<file path="src/rtl/vga_pixel_fetch_if.sv">
// BRAM read port between the pixel fetcher (master) and the frame-buffer RAM (slave).
interface vga_pixel_fetch_if #(
    parameter int unsigned ADDR_W = 20
);
    logic [ADDR_W-1:0] bram_addr_o;
    logic              bram_rd_o;
    logic [7:0]        bram_dout_i;

    modport master (output bram_addr_o, output bram_rd_o, input bram_dout_i);
    modport slave  (input bram_addr_o, input bram_rd_o, output bram_dout_i);
endinterface

</file>
<file path="src/rtl/vga_pixel_fetch.sv">
// Double-buffered frame-buffer reader: turns the timing stage's per-pixel strobe into
// BRAM reads and realigns the returned bytes into the rgb stream.
module vga_pixel_fetch #(
    parameter int unsigned IMG_W     = 540,
    parameter int unsigned IMG_H     = 540,
    parameter int unsigned ADDR_W    = 20,
    parameter int unsigned BRAM_LAT  = 1,
    parameter int unsigned BUF1_BASE = 291600
) (
    input  logic                   clk_65,
    input  logic                   rst_n,
    input  logic                   vga_vs_i,
    input  logic                   bram_en_i,
    input  logic                   frame_done_i,
    vga_pixel_fetch_if.master      bram,
    output logic [7:0]             rgb_o,
    output logic                   rgb_valid_o,
    output logic                   rd_buf_o,
    output logic                   swap_ack_o,
    output logic                   ovf_err_o,
    output logic                   unf_err_o
);
    localparam int unsigned NPIX  = IMG_W * IMG_H;
    localparam int unsigned IDX_W = $clog2(NPIX + 1);

    localparam logic [0:0] WAIT_SOF = 1'b0;
    localparam logic [0:0] ACTIVE   = 1'b1;

    logic [0:0]          state_q, state_d;
    logic                vs_q, vs_d;
    logic [IDX_W-1:0]    pix_idx_q, pix_idx_d;
    logic                pend_q, pend_d;
    logic                rd_buf_q, rd_buf_d;
    logic                ack_q, ack_d;
    logic [ADDR_W-1:0]   addr_q, addr_d;
    logic                rd_q, rd_d;
    logic                ovf_q, ovf_d;
    logic                unf_q, unf_d;
    logic [BRAM_LAT-1:0] vld_q, vld_d;
    logic [7:0]          rgb_q, rgb_d;
    logic                rgb_vld_q, rgb_vld_d;
    logic                sof_c;

    assign sof_c = vs_q & ~vga_vs_i;

    always_comb begin
        state_d   = state_q;
        vs_d      = vga_vs_i;
        pix_idx_d = pix_idx_q;
        pend_d    = pend_q;
        rd_buf_d  = rd_buf_q;
        ack_d     = 1'b0;
        addr_d    = addr_q;
        rd_d      = 1'b0;
        ovf_d     = ovf_q;
        unf_d     = unf_q;
        vld_d     = BRAM_LAT'({vld_q, rd_q});
        rgb_vld_d = vld_q[BRAM_LAT-1];
        rgb_d     = vld_q[BRAM_LAT-1] ? bram.bram_dout_i : 8'd0;

        // Frame start wins over a coincident strobe; swap lands before the strobe's base is chosen.
        if (sof_c) begin
            state_d   = ACTIVE;
            pix_idx_d = '0;
            if (state_q == ACTIVE && pix_idx_q < IDX_W'(NPIX)) begin
                unf_d = 1'b1;
            end
            if (pend_q) begin
                rd_buf_d = ~rd_buf_q;
                pend_d   = 1'b0;
                ack_d    = 1'b1;
            end
        end

        // A request arriving on the SOF cycle waits for the next frame start.
        if (frame_done_i) begin
            pend_d = 1'b1;
        end

        if (state_d == ACTIVE && bram_en_i) begin
            if (pix_idx_d < IDX_W'(NPIX)) begin
                rd_d      = 1'b1;
                addr_d    = (rd_buf_d ? ADDR_W'(BUF1_BASE) : ADDR_W'(0)) + ADDR_W'(pix_idx_d);
                pix_idx_d = pix_idx_d + IDX_W'(1);
            end else begin
                ovf_d = 1'b1;
            end
        end
    end

    always_ff @(posedge clk_65) begin
        if (!rst_n) begin
            state_q   <= WAIT_SOF;
            vs_q      <= 1'b1;
            pix_idx_q <= '0;
            pend_q    <= 1'b0;
            rd_buf_q  <= 1'b0;
            ack_q     <= 1'b0;
            addr_q    <= '0;
            rd_q      <= 1'b0;
            ovf_q     <= 1'b0;
            unf_q     <= 1'b0;
            vld_q     <= '0;
            rgb_q     <= 8'd0;
            rgb_vld_q <= 1'b0;
        end else begin
            state_q   <= state_d;
            vs_q      <= vs_d;
            pix_idx_q <= pix_idx_d;
            pend_q    <= pend_d;
            rd_buf_q  <= rd_buf_d;
            ack_q     <= ack_d;
            addr_q    <= addr_d;
            rd_q      <= rd_d;
            ovf_q     <= ovf_d;
            unf_q     <= unf_d;
            vld_q     <= vld_d;
            rgb_q     <= rgb_d;
            rgb_vld_q <= rgb_vld_d;
        end
    end

    assign bram.bram_addr_o = addr_q;
    assign bram.bram_rd_o   = rd_q;
    assign rgb_o            = rgb_q;
    assign rgb_valid_o      = rgb_vld_q;
    assign rd_buf_o         = rd_buf_q;
    assign swap_ack_o       = ack_q;
    assign ovf_err_o        = ovf_q;
    assign unf_err_o        = unf_q;
endmodule

</file>
<file path="src/flat_wrapper.sv">
// flat-port wrapper written by rule: the top's interface ports become plain ports
module vga_pixel_fetch_flat 
#(
    parameter int unsigned IMG_W     = 540,
    parameter int unsigned IMG_H     = 540,
    parameter int unsigned ADDR_W    = 20,
    parameter int unsigned BRAM_LAT  = 1,
    parameter int unsigned BUF1_BASE = 291600
)
  (clk_65, rst_n, vga_vs_i, bram_en_i, frame_done_i, rgb_o, rgb_valid_o, rd_buf_o, swap_ack_o, ovf_err_o, unf_err_o, bram_bram_addr_o, bram_bram_rd_o, bram_bram_dout_i);
  vga_pixel_fetch_if #(.ADDR_W(ADDR_W)) bram_i ();
  input  logic clk_65;
  input  logic rst_n;
  input  logic vga_vs_i;
  input  logic bram_en_i;
  input  logic frame_done_i;
  output logic [7:0] rgb_o;
  output logic rgb_valid_o;
  output logic rd_buf_o;
  output logic swap_ack_o;
  output logic ovf_err_o;
  output logic unf_err_o;
  output wire logic [$bits(bram_i.bram_addr_o)-1:0] bram_bram_addr_o;
  output wire logic [$bits(bram_i.bram_rd_o)-1:0] bram_bram_rd_o;
  input wire logic [$bits(bram_i.bram_dout_i)-1:0] bram_bram_dout_i;
  assign bram_bram_addr_o = bram_i.bram_addr_o;
  assign bram_bram_rd_o = bram_i.bram_rd_o;
  assign bram_i.bram_dout_i = bram_bram_dout_i;
  vga_pixel_fetch #(.IMG_W(IMG_W), .IMG_H(IMG_H), .ADDR_W(ADDR_W), .BRAM_LAT(BRAM_LAT), .BUF1_BASE(BUF1_BASE)) u_core (.clk_65(clk_65), .rst_n(rst_n), .vga_vs_i(vga_vs_i), .bram_en_i(bram_en_i), .frame_done_i(frame_done_i), .bram(bram_i), .rgb_o(rgb_o), .rgb_valid_o(rgb_valid_o), .rd_buf_o(rd_buf_o), .swap_ack_o(swap_ack_o), .ovf_err_o(ovf_err_o), .unf_err_o(unf_err_o));
endmodule
</file>
<file path="config.mk">
export PLATFORM = sky130hd
export DESIGN_NAME = vga_pixel_fetch_flat
export DESIGN_NICKNAME = d
export VERILOG_FILES = /design/src/rtl/vga_pixel_fetch_if.sv /design/src/rtl/vga_pixel_fetch.sv /design/src/flat_wrapper.sv
export SDC_FILE = /design/constraint.sdc
export NUM_CORES = 1
export LEC_CHECK = 0
export ABC_AREA = 0
export CORE_UTILIZATION = 45
export DETAILED_ROUTE_END_ITERATION = 8
export GPL_TIMING_DRIVEN = 0
export PLACE_DENSITY = 0.72
export SLEW_MARGIN = 40
export SYNTH_ARGS = -nofsm -noshare
export SYNTH_HDL_FRONTEND = slang
export SYNTH_SLANG_ARGS = --single-unit
</file>
<file path="constraint.sdc">
create_clock -name clk_65 -period 4.3 [get_ports clk_65]
set_input_delay 0.645 -clock clk_65 [delete_from_list [all_inputs] [get_ports clk_65]]
set_output_delay 0.645 -clock clk_65 [all_outputs]
set_load 0.05 [all_outputs]
</file>
# Yosys cells after proc, flatten, opt, wreduce, memory -nomap -nowiden
# Cells that the tools add are included.
word_totals:
  wordCells: 41
  latchBits: 0
  mem_count: 0
  rom_bits: 0
  ram_bits: 0
  out_inout_bits: 34
  regBits: 57
  input_bits: 13
op_classes:
  order_cmp: 2
  shift: 0
  n_eq_ne: 0
  bitwise_logic: 4
  n_reduce_logical: 9
  n_addsub: 2
  mux: 11
  div: 0
  mul: 0
op_table:
  columns: ["operator", "count"]
  rows:
  - ["19-bit two-way mux", 4]
  - ["19-bit less-than comparator, second input constant", 2]
  - ["20-bit by 19-bit adder with 20-bit output", 1]
  - ["19-bit by 1-bit adder with 19-bit output, second input constant", 1]
  - ["2-bit AND reduction", 6]
  - ["1-bit two-way mux", 7]
  - ["1-bit inverter", 3]
  - ["1-bit logical AND", 2]
  - ["2-bit nonzero test", 1]
  - ["1-bit AND", 1]

# Longest topological paths before layout
# Gate-level depths: netlist of run 1.
depth:
  word_depth: 6
  depth_mapped: 10
  depth_no_buf: 8

# Worst setup path before layout of run 1
# No wires, ideal clock.
synth_path:
  kind: "input port to flip-flop"
  start: "input vga_vs_i"
  end: "register u_core.pix_idx_q[14]"
  path_buffers: 2
  setup_slack_ps: 1324
  t_arrival_ps: 2859
  path_stages: 10
  setup_time_ps: 117
  required_time_ps: 4183
  path_cell_list: "nand2b_1 clkbuf_1 clkbuf_1 and2_1 ha_1 nand2_1 or4b_4 a2111oi_4 and3_2 o21ai_1"
synth_between:
  elab_chain_cells: 6
  word_cells_on_any_way: 9
  cone_classes: "add/sub (1); order compare (1); mux (4); bitwise (2); reduce/logical (1)"
synth_rtl:
  columns: ["element", "line", "rtl"]
  rows:
  - ["from (decl)", "flat_wrapper.sv:14", "input logic vga_vs_i;"]
  - ["1-bit inverter (*)", "vga_pixel_fetch.sv:44", "assign sof_c = vs_q & ~vga_vs_i;"]
  - ["1-bit AND (*)", "vga_pixel_fetch.sv:44", null]
  - ["19-bit two-way mux", "vga_pixel_fetch.sv:62", "if (sof_c) begin"]
  - ["19-bit by 1-bit adder with 19-bit output / 19-bit less-than comparator (equally long branches)", "vga_pixel_fetch.sv:84, vga_pixel_fetch.sv:81", null]
  - ["19-bit two-way mux", "vga_pixel_fetch.sv:81", "if (pix_idx_d < IDX_W'(NPIX)) begin"]
  - ["19-bit two-way mux (*)", "vga_pixel_fetch.sv:80", "if (state_d == ACTIVE && bram_en_i) begin"]
  - ["to (signal assigned)", "vga_pixel_fetch.sv:109", "pix_idx_q <= pix_idx_d;"]
  - ["to (decl)", "vga_pixel_fetch.sv:31", "logic [IDX_W-1:0] pix_idx_q, pix_idx_d;"]
# Mark *: on every way between the ends. The rest lies on a longest branch, timed or not.
# A chain may end at the register's enable or synchronous reset.

# Worst setup path in the final report of run 1
layout_path:
  start: "input vga_vs_i"
  end: "register u_core.pix_idx_q[18]"
# The elaborated chain is that of the path after synthesis.

==> results.json, run 1 <==
{
  "drv_cap": 0,
  "period_share_pct": 89.2,
  "instances_no_fill": 467,
  "num_rows": 28,
  "regArea_um2": 1140,
  "synth.most_common_cell": "dfxtp_1",
  "startpoint_type": "primary input",
  "holdPathStages": 2,
  "cts_hold_buf": 0,
  "setup_viol": 0,
  "max-slew-margin-rel_pct": 54.9,
  "tns_ns": 0,
  "cp_max_fo": 10,
  "ctsLongestPathBuffers": 2,
  "wl_per_cell_um": 16.5,
  "synth_area_um2": 2810,
  "setup_slack_ns": 0.464,
  "htreeDepth": 3,
  "synthArstFlopShare_pct": 0,
  "dp.cells": 451,
  "grt_pass1_vias": 2459,
  "postCtsResizedCells": 0,
  "holdWs_ns": 0.454,
  "cts-root-buf": "clkbuf_8",
  "yosys_warnings": 0,
  "cts_buffers": 9,
  "io_pins": 47,
  "power_mw": 1.18,
  "cts_tree": "done",
  "yosys-top-cells-area": "dfxtp_1, nand2_1, a21oi_1",
  "yosys-top-cells-count": "dfxtp_1, nand2_1, a21oi_1",
  "drt-pass1-iter-count": 5,
  "multi_input_area_um2": 1500,
  "syn-num-nets": 345,
  "hold_viol": 0,
  "timing.final.max_slew_violations": 0,
  "die-area_um2": 6560,
  "drt-total-wl_um": 7720,
  "grt_setup_unrepaired": "no",
  "core_area_um2": 5960,
  "seq_area_frac_synth_pct": 40.6,
  "status": "complete, no violations",
  "antenna_cells": 0,
  "synth_edf_count": 0,
  "clock-sinks": 57,
  "overflow": 0,
  "path_class": "in2reg",
  "synth_top_cell_by_area": "dfxtp_1",
  "gp_congestion": 0.921,
  "worst-endpoint-arrival_ns": 4.10,
  "dr_total_vias": 2717,
  "ant_nets": 0,
  "layout.nets": 401,
  "syn_area_per_cell_um2": 8.49,
  "p_leak_nw": 1.28,
  "drc_errors": 0,
  "grt.total_usage_pct": 25.1,
  "clk_pin_slew_ns": 0.07,
  "ir_drop_uv": 216,
  "cp.required_ns": 4.56,
  "dieHeight_um": 81.0,
  "worst_pin_slew_ns": 0.677,
  "grt_max_degree": 11,
  "yosys.area.top_type_share_pct": 40.6,
  "skew_ns": 0.00802,
  "area_growth_pct": 26.4,
  "clock_latency_ns": 0.34,
  "grt_pass1_wl_um": 12200,
  "cts_setup_buffers": 0,
  "vias_per_cell": 5.82,
  "drive_gt1_share_pct": 12.0,
  "rr_worst_depth": 10,
  "hpwl_um": 5390,
  "powerDensity_nw_per_um2": 333,
  "antenna_found_initial": 0,
  "die_w_um": 81.0,
  "fillers": 556,
  "synth_seq_cells": 57,
  "end_kind": "flip-flop",
  "drt_iter0_drc": 246,
  "portBuffers": 45,
  "fmax_mhz": 261,
  "initial_core_util_pct": 47.2,
  "hold_class": "reg2reg",
  "fin_crit_ns": 3.84,
  "synth_ff_type": "dfxtp_1",
  "post-place-ws_ns": 0.199,
  "ys_types": 63,
  "synthCells": 331
}
-- through the flow --
step	instance area (µm²)	util (%)
after floorplan	2810	-
after CTS	3550	59.6
final	3550	59.6
after detailed placement	3350	56.3
after global routing	3550	59.6
after global placement	3350	56.3
-- logic make-up (layout without fill, tap and decap cells) --
kind of cell | Yosys count | in the layout | synth area share [%]
muxes | 5 | 5 | 1.83
and+or+nand+nor | 140 | 140 | 26.6
DFF | 57 | 57 | 40.6
buffers and inverters | 34 | 95 | 5.88
AOI/OAI and AO/OA | 83 | 83 | 21.2
adders and majority gates | 1 | 1 | 0.445
xor gates and xnor gates | 11 | 11 | 3.43
-- final cells by class --
cell class,count,share of cell area [%]
plain buffers,30,4.23
clock buffers,11,3.98
clock inverters,5,1.55
inverters,4,0.423
multi-input cells,240,42.3
flip-flops and latches,57,32.1
well taps,75,2.64
repair buffers,45,12.7
-- critical path, stage by stage --
cell and delay (ns):
clkdlybuf4s50_1 0.57, nand2b_1 0.13, clkbuf_1 0.34, clkbuf_1 0.42, and2_1 0.26, ha_1 0.24
nand2_1 0.08, or4b_4 0.49, a2111oi_4 0.50, nand3b_1 0.21, a21oi_1 0.19
-- report_power, final --
part	switching [mW]	leakage (nW)	total (mW)	internal, mW
Combinational	0.0911	0.722	0.135	0.0439
Clock	0.222	0.0953	0.503	0.281
Sequential	0.00602	0.462	0.545	0.539
-- registers in the layout, summed over array words and instances, names as in the netlist --
| name | cells |
|---|---|
| u_core.rgb_vld_d | 1 |
| u_core.ovf_err_o | 1 |
| u_core.pend_q | 1 |
| u_core.bram.bram_rd_o | 1 |
| u_core.swap_ack_o | 1 |
| u_core.rgb_valid_o | 1 |
| u_core.unf_err_o | 1 |
| u_core.pix_idx_q | 19 |
| u_core.vs_q | 1 |
| u_core.rd_buf_o | 1 |
| u_core.rgb_o | 8 |
| u_core.state_q | 1 |
| u_core.bram.bram_addr_o | 20 |
-- placed cells by master, fill, tap and decap left out, drive strengths merged, types with 7 or more instances in the layout --
cell           instances
nand2                 43
nor2                  26
clkbuf                28
buf                   13
a21oi                 30
nand4                  7
dfxtp                 57
o31ai                  7
nand3                 18
xnor2                  8
o21ai                 12
and3                  12
clkdlybuf4s50         45
-- path summary, 6_finish.rpt --
kind | end | from | slack, ns
setup / recovery | u_core.pix_idx_q[18]$_SDFF_PN0_ | vga_vs_i | 0.46
hold / removal | u_core.bram.bram_addr_o[6]$_SDFFE_PN0P_ | u_core.bram.bram_addr_o[6]$_SDFFE_PN0P_ | 0.45
setup reg to reg | u_core.pix_idx_q[18]$_SDFF_PN0_ | u_core.vs_q$_SDFF_PN1_ | 1.04
hold reg to reg | u_core.bram.bram_addr_o[6]$_SDFFE_PN0P_ | u_core.bram.bram_addr_o[6]$_SDFFE_PN0P_ | 0.45
-- per-layer routing --
metal	part of all wire [%]	GRT usage [%]	wire (µm)	vias to the layer above
met3	6.9	4.49	531	15
met2	45	40.9	3510	128
met1	46	32.4	3520	1272
met5	0	0	0	-
li1	-	-	-	1302
met4	1.9	10.7	150	0
No activity file was read; power rests on OpenSTA's default activity.
==> inputs of run 2 (changes only) <==
--- a/config.mk
+++ b/config.mk
@@ -8,8 +8,11 @@
 export ABC_AREA = 0
 export CORE_UTILIZATION = 45
 export DETAILED_ROUTE_END_ITERATION = 8
+export DONT_BUFFER_PORTS = 1
 export GPL_TIMING_DRIVEN = 0
-export PLACE_DENSITY = 0.72
+export HOLD_SLACK_MARGIN = 0.12
+export PLACE_DENSITY = 0.63
+export RECOVER_POWER = 100
 export SLEW_MARGIN = 40
 export SYNTH_ARGS = -nofsm -noshare
 export SYNTH_HDL_FRONTEND = slang
==> results.json, run 2 (same netlist as run 1, synthesis figures left out) <==
{
  "io_pins": 47,
  "vias_per_cell": 5.89,
  "drt_iter0_drc": 212,
  "fmax_mhz": 312,
  "status": "complete, no violations",
  "hpwl_um": 5160,
  "hold_class": "in2reg",
  "die-area_um2": 6560,
  "drc_errors": 0,
  "antenna_cells": 0,
  "multi_input_area_um2": 1480,
  "switchingPower_mw": 0.310,
  "hold_path.startpoint": "vga_vs_i",
  "power_frac_comb_pct": 6.5,
  "cts_setup_buffers": 0,
  "dieHeight_um": 81.0,
  "num_rows": 28,
  "cts_buffers": 9,
  "hold_path_end": "u_core.vs_q$_SDFF_PN1_",
  "holdWs_ns": 0.416,
  "end_kind": "flip-flop",
  "cp_max_fo": 10,
  "drive_gt1_share_pct": 11.0,
  "ant_nets": 0,
  "drt-total-wl_um": 7450,
  "core_area_um2": 5960,
  "drv_cap": 0,
  "dr_total_vias": 2487,
  "grt_pass1_vias": 2402,
  "crit_path_top_delay_cell": "or4b_1",
  "layout.nets": 356,
  "cp_num_buf_inv": 2,
  "switching_share_pct": 25.7,
  "holdPathStages": 1,
  "grt_max_degree": 11,
  "antenna_found_initial": 0,
  "cp.required_ns": 4.57,
  "area_growth_pct": 9.84,
  "clock_latency_ns": 0.35,
  "largest_reg_flops": 20,
  "fin_crit_ns": 3.20,
  "max-slew-margin-rel_pct": 39.9,
  "portBuffers": 0,
  "ir_drop_uv": 228,
  "internal_power_mw": 0.900,
  "period_share_pct": 74.5,
  "met3_length_um": 489,
  "initial_core_util_pct": 47.2,
  "grt.total_usage_pct": 24.8,
  "hold_viol": 0,
  "skew_ns": 0.0109,
  "final_common_cell": "dfxtp_1",
  "ff2ff_setup_slack_ns": 1.10,
  "fillers": 593,
  "powerDensity_nw_per_um2": 392,
  "ctsLongestPathBuffers": 2,
  "cts_hold_buf": 0,
  "mostFrequentLayoutCells": "dfxtp_1, nand2_1, a21oi_1",
  "clkPwrFrac_pct": 46.3,
  "cp_common_cell": "clkbuf_1",
  "startpoint_type": "flip-flop",
  "top_layer_used": "met4",
  "htreeDepth": 3,
  "overflow": 0,
  "power_frac_seq_pct": 47.2,
  "timing.rr.end": "u_core.pix_idx_q[18]$_SDFF_PN0_",
  "setup_viol": 0,
  "regArea_um2": 1140,
  "wl_per_cell_um": 17.7,
  "cts_tree": "done",
  "grt_pass1_wl_um": 12000,
  "wl_met1_um": 3440,
  "critPathTopFamily": "simple AND/OR/NAND/NOR gates",
  "gp_congestion": 0.909,
  "cp_cell_sequence": "nand2b_1 -> clkbuf_1 -> clkbuf_1 -> and2_0 -> ha_1 -> nand2_1 -> or4b_1 -> a2111oi_4 -> nand3b_1 -> a21oi_1",
  "worst-endpoint-arrival_ns": 3.47,
  "power_mw": 1.21,
  "clk_pin_slew_ns": 0.07,
  "worst_pin_slew_ns": 0.891,
  "clock-sinks": 57,
  "tns_ns": 0,
  "wl_met2_um": 3340,
  "postCtsResizedCells": 0,
  "slowest_delay_ns": 0.51,
  "timing.final.max_slew_violations": 0,
  "cts-root-buf": "clkbuf_8",
  "path_class": "reg2reg",
  "p_leak_nw": 1.11,
  "die_w_um": 81.0,
  "rr_worst_depth": 10,
  "timing.rr.start": "u_core.vs_q$_SDFF_PN1_",
  "drt-pass1-iter-count": 5,
  "grt_setup_unrepaired": "no"
}
[run 2: changes by cell type in the layout (fill, tap and decap cells not counted), sizes merged]
cell and change:
bufinv +1, clkinvlp -2, clkdlybuf4s50 -45, clkinv +1, buf -5, clkbuf +5
[run 2: worst max path at each step]
stage                            from                              end  slack [ns]  cells past startpoint
2_1_floorplan                vga_vs_i  u_core.pix_idx_q[14]$_SDFF_PN0_        1.32                     10
3_3_place_gp                 vga_vs_i  u_core.pix_idx_q[18]$_SDFF_PN0_        0.88                     10
3_5_place_dp                 vga_vs_i  u_core.pix_idx_q[14]$_SDFF_PN0_        0.90                     10
4_1_cts        u_core.vs_q$_SDFF_PN1_  u_core.pix_idx_q[18]$_SDFF_PN0_        1.19                     10
5_1_grt        u_core.vs_q$_SDFF_PN1_  u_core.pix_idx_q[18]$_SDFF_PN0_        0.89                     10
6_report       u_core.vs_q$_SDFF_PN1_  u_core.pix_idx_q[18]$_SDFF_PN0_        1.10                     10
[run 2: metrics by stage]
step                      area (µm²)  util [%]  cells  setup WS (ns)
after floorplan                 2810         -    331           1.32
after detailed placement        2900      48.7    406          0.897
after global routing            3090      51.8    422          0.891
after CTS                       3120      52.4    422           1.19
after global placement          2900      48.7    406          0.877
final                           3090      51.8    422           1.10
[run 2: cell type report]
class / count / share of cell area (%)
clock buffer: 11 / 4.58
multi-input combinational: 240 / 48.1
tap: 75 / 3.04
sequential: 57 / 37.0
inverter: 4 / 0.487
clock inverter: 5 / 2.55
buffer: 30 / 4.30
[run 2: power groups by stage]
stage / Sequential [mW] / Clock [mW] / Combinational, mW
2_1_floorplan: 0.582 / 0 / 0.0576
5_1_grt: 0.573 / 0.590 / 0.0871
3_5_place_dp: 0.584 / 0 / 0.0816
6_report: 0.572 / 0.560 / 0.0785
3_3_place_gp: 0.583 / 0 / 0.0818
4_1_cts: 0.572 / 0.568 / 0.0822
[run 2: metal layers]
layer,vias to the layer above,track usage (%)
met1,1170,33.4
met4,0,12.3
met2,82,37.0
met5,-,0
met3,17,5.62
li1,1218,-
[run 2: worst reg2reg max path, cell delays in order (launching register included)]
cell and delay (ns):
dfxtp_1 0.33, nand2b_1 0.07, clkbuf_1 0.32, clkbuf_1 0.38, and2_0 0.28, ha_1 0.25
nand2_1 0.07, or4b_1 0.51, a2111oi_4 0.51, nand3b_1 0.20, a21oi_1 0.19
==> inputs of run 3 (changes only) <==
--- a/config.mk
+++ b/config.mk
@@ -11,7 +11,7 @@
 export DONT_BUFFER_PORTS = 1
 export GPL_TIMING_DRIVEN = 0
 export HOLD_SLACK_MARGIN = 0.12
-export PLACE_DENSITY = 0.63
+export PLACE_DENSITY = 0.65
 export RECOVER_POWER = 100
 export SLEW_MARGIN = 40
 export SYNTH_ARGS = -nofsm -noshare
==> constraint.sdc (replaced) <==
create_clock -name clk_65 -period 2.55 [get_ports clk_65]
set_input_delay 0.3825 -clock clk_65 [delete_from_list [all_inputs] [get_ports clk_65]]
set_output_delay 0.3825 -clock clk_65 [all_outputs]
set_load 0.05 [all_outputs]
==> results.json, run 3 (same netlist as run 1, synthesis figures left out) <==
{
  "switching_share_pct": 27.6,
  "grt_max_degree": 11,
  "drv_cap": 0,
  "power_frac_comb_pct": 7.8,
  "worst-endpoint-arrival_ns": 2.78,
  "crit_cells": 7,
  "gp_congestion": 0.896,
  "clock-sinks": 57,
  "drt-total-wl_um": 7630,
  "timing.final.max_slew_violations": 0,
  "drive_gt1_share_pct": 14.9,
  "ff2ff_setup_slack_ns": 0.05,
  "holdWs_ns": 0.144,
  "initial_core_util_pct": 47.2,
  "cts_tree": "done",
  "grt_pass1_vias": 2304,
  "status": "complete, no violations",
  "antenna_found_initial": 0,
  "grt_pass1_wl_um": 11800,
  "worst_pin_slew_ns": 0.812,
  "mostFrequentLayoutCells": "dfxtp_1, nand2_1, a21oi_1",
  "rr_worst_depth": 7,
  "ctsLongestPathBuffers": 2,
  "htreeDepth": 3,
  "grt.total_usage_pct": 25.0,
  "hold_class": "in2reg",
  "end_kind": "flip-flop",
  "area_growth_pct": 12.7,
  "slowest_delay_ns": 0.54,
  "power_frac_seq_pct": 48.8,
  "final_common_cell": "dfxtp_1",
  "layout.nets": 358,
  "vias_per_cell": 5.91,
  "fmax_mhz": 401,
  "cts-root-buf": "clkbuf_8",
  "drt-pass1-iter-count": 4,
  "internal_power_mw": 1.43,
  "cts_hold_buf": 0,
  "overflow": 0,
  "clkPwrFrac_pct": 43.4,
  "cp_max_fo": 10,
  "ir_drop_uv": 424,
  "core_area_um2": 5960,
  "cp_common_cell": "clkbuf_1",
  "dr_total_vias": 2506,
  "hold_viol": 0,
  "holdPathStages": 2,
  "grt_setup_unrepaired": "no",
  "portBuffers": 0,
  "fin_crit_ns": 2.50,
  "p_leak_nw": 1.14,
  "wl_per_cell_um": 18.0,
  "power_mw": 1.98,
  "die_w_um": 81.0,
  "ant_nets": 0,
  "die-area_um2": 6560,
  "critPathTopFamily": "compound AO/OA/AOI/OAI gates",
  "switchingPower_mw": 0.546,
  "instances_no_fill": 424,
  "dp.cells": 406,
  "clk_pin_slew_ns": 0.07,
  "crit_path_top_delay_cell": "clkbuf_1",
  "clock_latency_ns": 0.36,
  "utilization_pct": 53.1,
  "cp_cell_sequence": "clkbuf_1 -> nor3_4 -> o211ai_4 -> a21oi_2 -> clkbuf_1 -> o21ai_0 -> a21oi_1",
  "io_pins": 47,
  "drt_iter0_drc": 171,
  "cp.required_ns": 2.84,
  "fillers": 577,
  "antenna_cells": 0,
  "num_rows": 28,
  "period_share_pct": 97.9,
  "powerDensity_nw_per_um2": 625,
  "path_class": "reg2reg",
  "startpoint_type": "flip-flop",
  "cts_buffers": 9,
  "largest_reg_flops": 20,
  "drc_errors": 0,
  "skew_ns": 0.00658,
  "dieHeight_um": 81.0,
  "hpwl_um": 5220,
  "max-slew-margin-rel_pct": 45.5,
  "setup_viol": 0,
  "cp_num_buf_inv": 2
}
[run 3: worst paths after layout]
kind                                                       from                                 endpoint
worst max-delay path            u_core.pix_idx_q[16]$_SDFF_PN0_  u_core.bram.bram_addr_o[4]$_SDFFE_PN0P_
worst min-delay path                               frame_done_i               u_core.pend_q$_SDFFE_PN0P_
worst max register to register  u_core.pix_idx_q[16]$_SDFF_PN0_  u_core.bram.bram_addr_o[4]$_SDFFE_PN0P_
worst min register to register  u_core.pix_idx_q[18]$_SDFF_PN0_          u_core.pix_idx_q[18]$_SDFF_PN0_
[run 3: power groups by stage]
| stage | Combinational (mW) | Sequential (mW) | Clock [mW] |
|---|---|---|---|
| floorplan | 0.0977 | 0.981 | 0 |
| CTS | 0.147 | 0.964 | 0.875 |
| global placement | 0.139 | 0.984 | 0 |
| detailed placement | 0.140 | 0.984 | 0 |
| global route | 0.166 | 0.967 | 0.903 |
| finish | 0.154 | 0.965 | 0.859 |
[run 3: layout make-up]
cell class	instances	area [µm²]	area share, %
Clock buffer	11	141	4.47
Tap cell	75	93.8	2.97
Inverter	4	15.0	0.474
Clock inverter	5	55.1	1.74
Timing Repair Buffer	2	15.0	0.474
Buffer	30	179	5.65
Sequential cell	57	1140	36.1
Multi-Input combinational cell	240	1520	48.1
[run 3: stage by stage]
stage	TNS, ns	worst slack (ns)	cell area (µm²)
4_1_cts	0	0.0169	3150
6_report	0	0.0548	3160
5_1_grt	0	0.0270	3160
2_1_floorplan	0	0.0133	2810
3_3_place_gp	-1.27	-0.355	2910
3_5_place_dp	-1.19	-0.337	2910
[run 3: layer usage]
layer  up-vias  global-route usage (%)  share of wire, %
li1       1223                       -                 -
met1      1189                    32.9                47
met2        82                    36.1                45
met3        12                    9.89               6.2
met4         0                    10.2               1.8
met5         -                       0                 0
[run 3: repair_timing]
item                       in CTS  in global routing
pin swaps                       2                  1
setup endpoints to repair       4                  4
gates resized for setup         8                  4
buffers inserted                1                  1
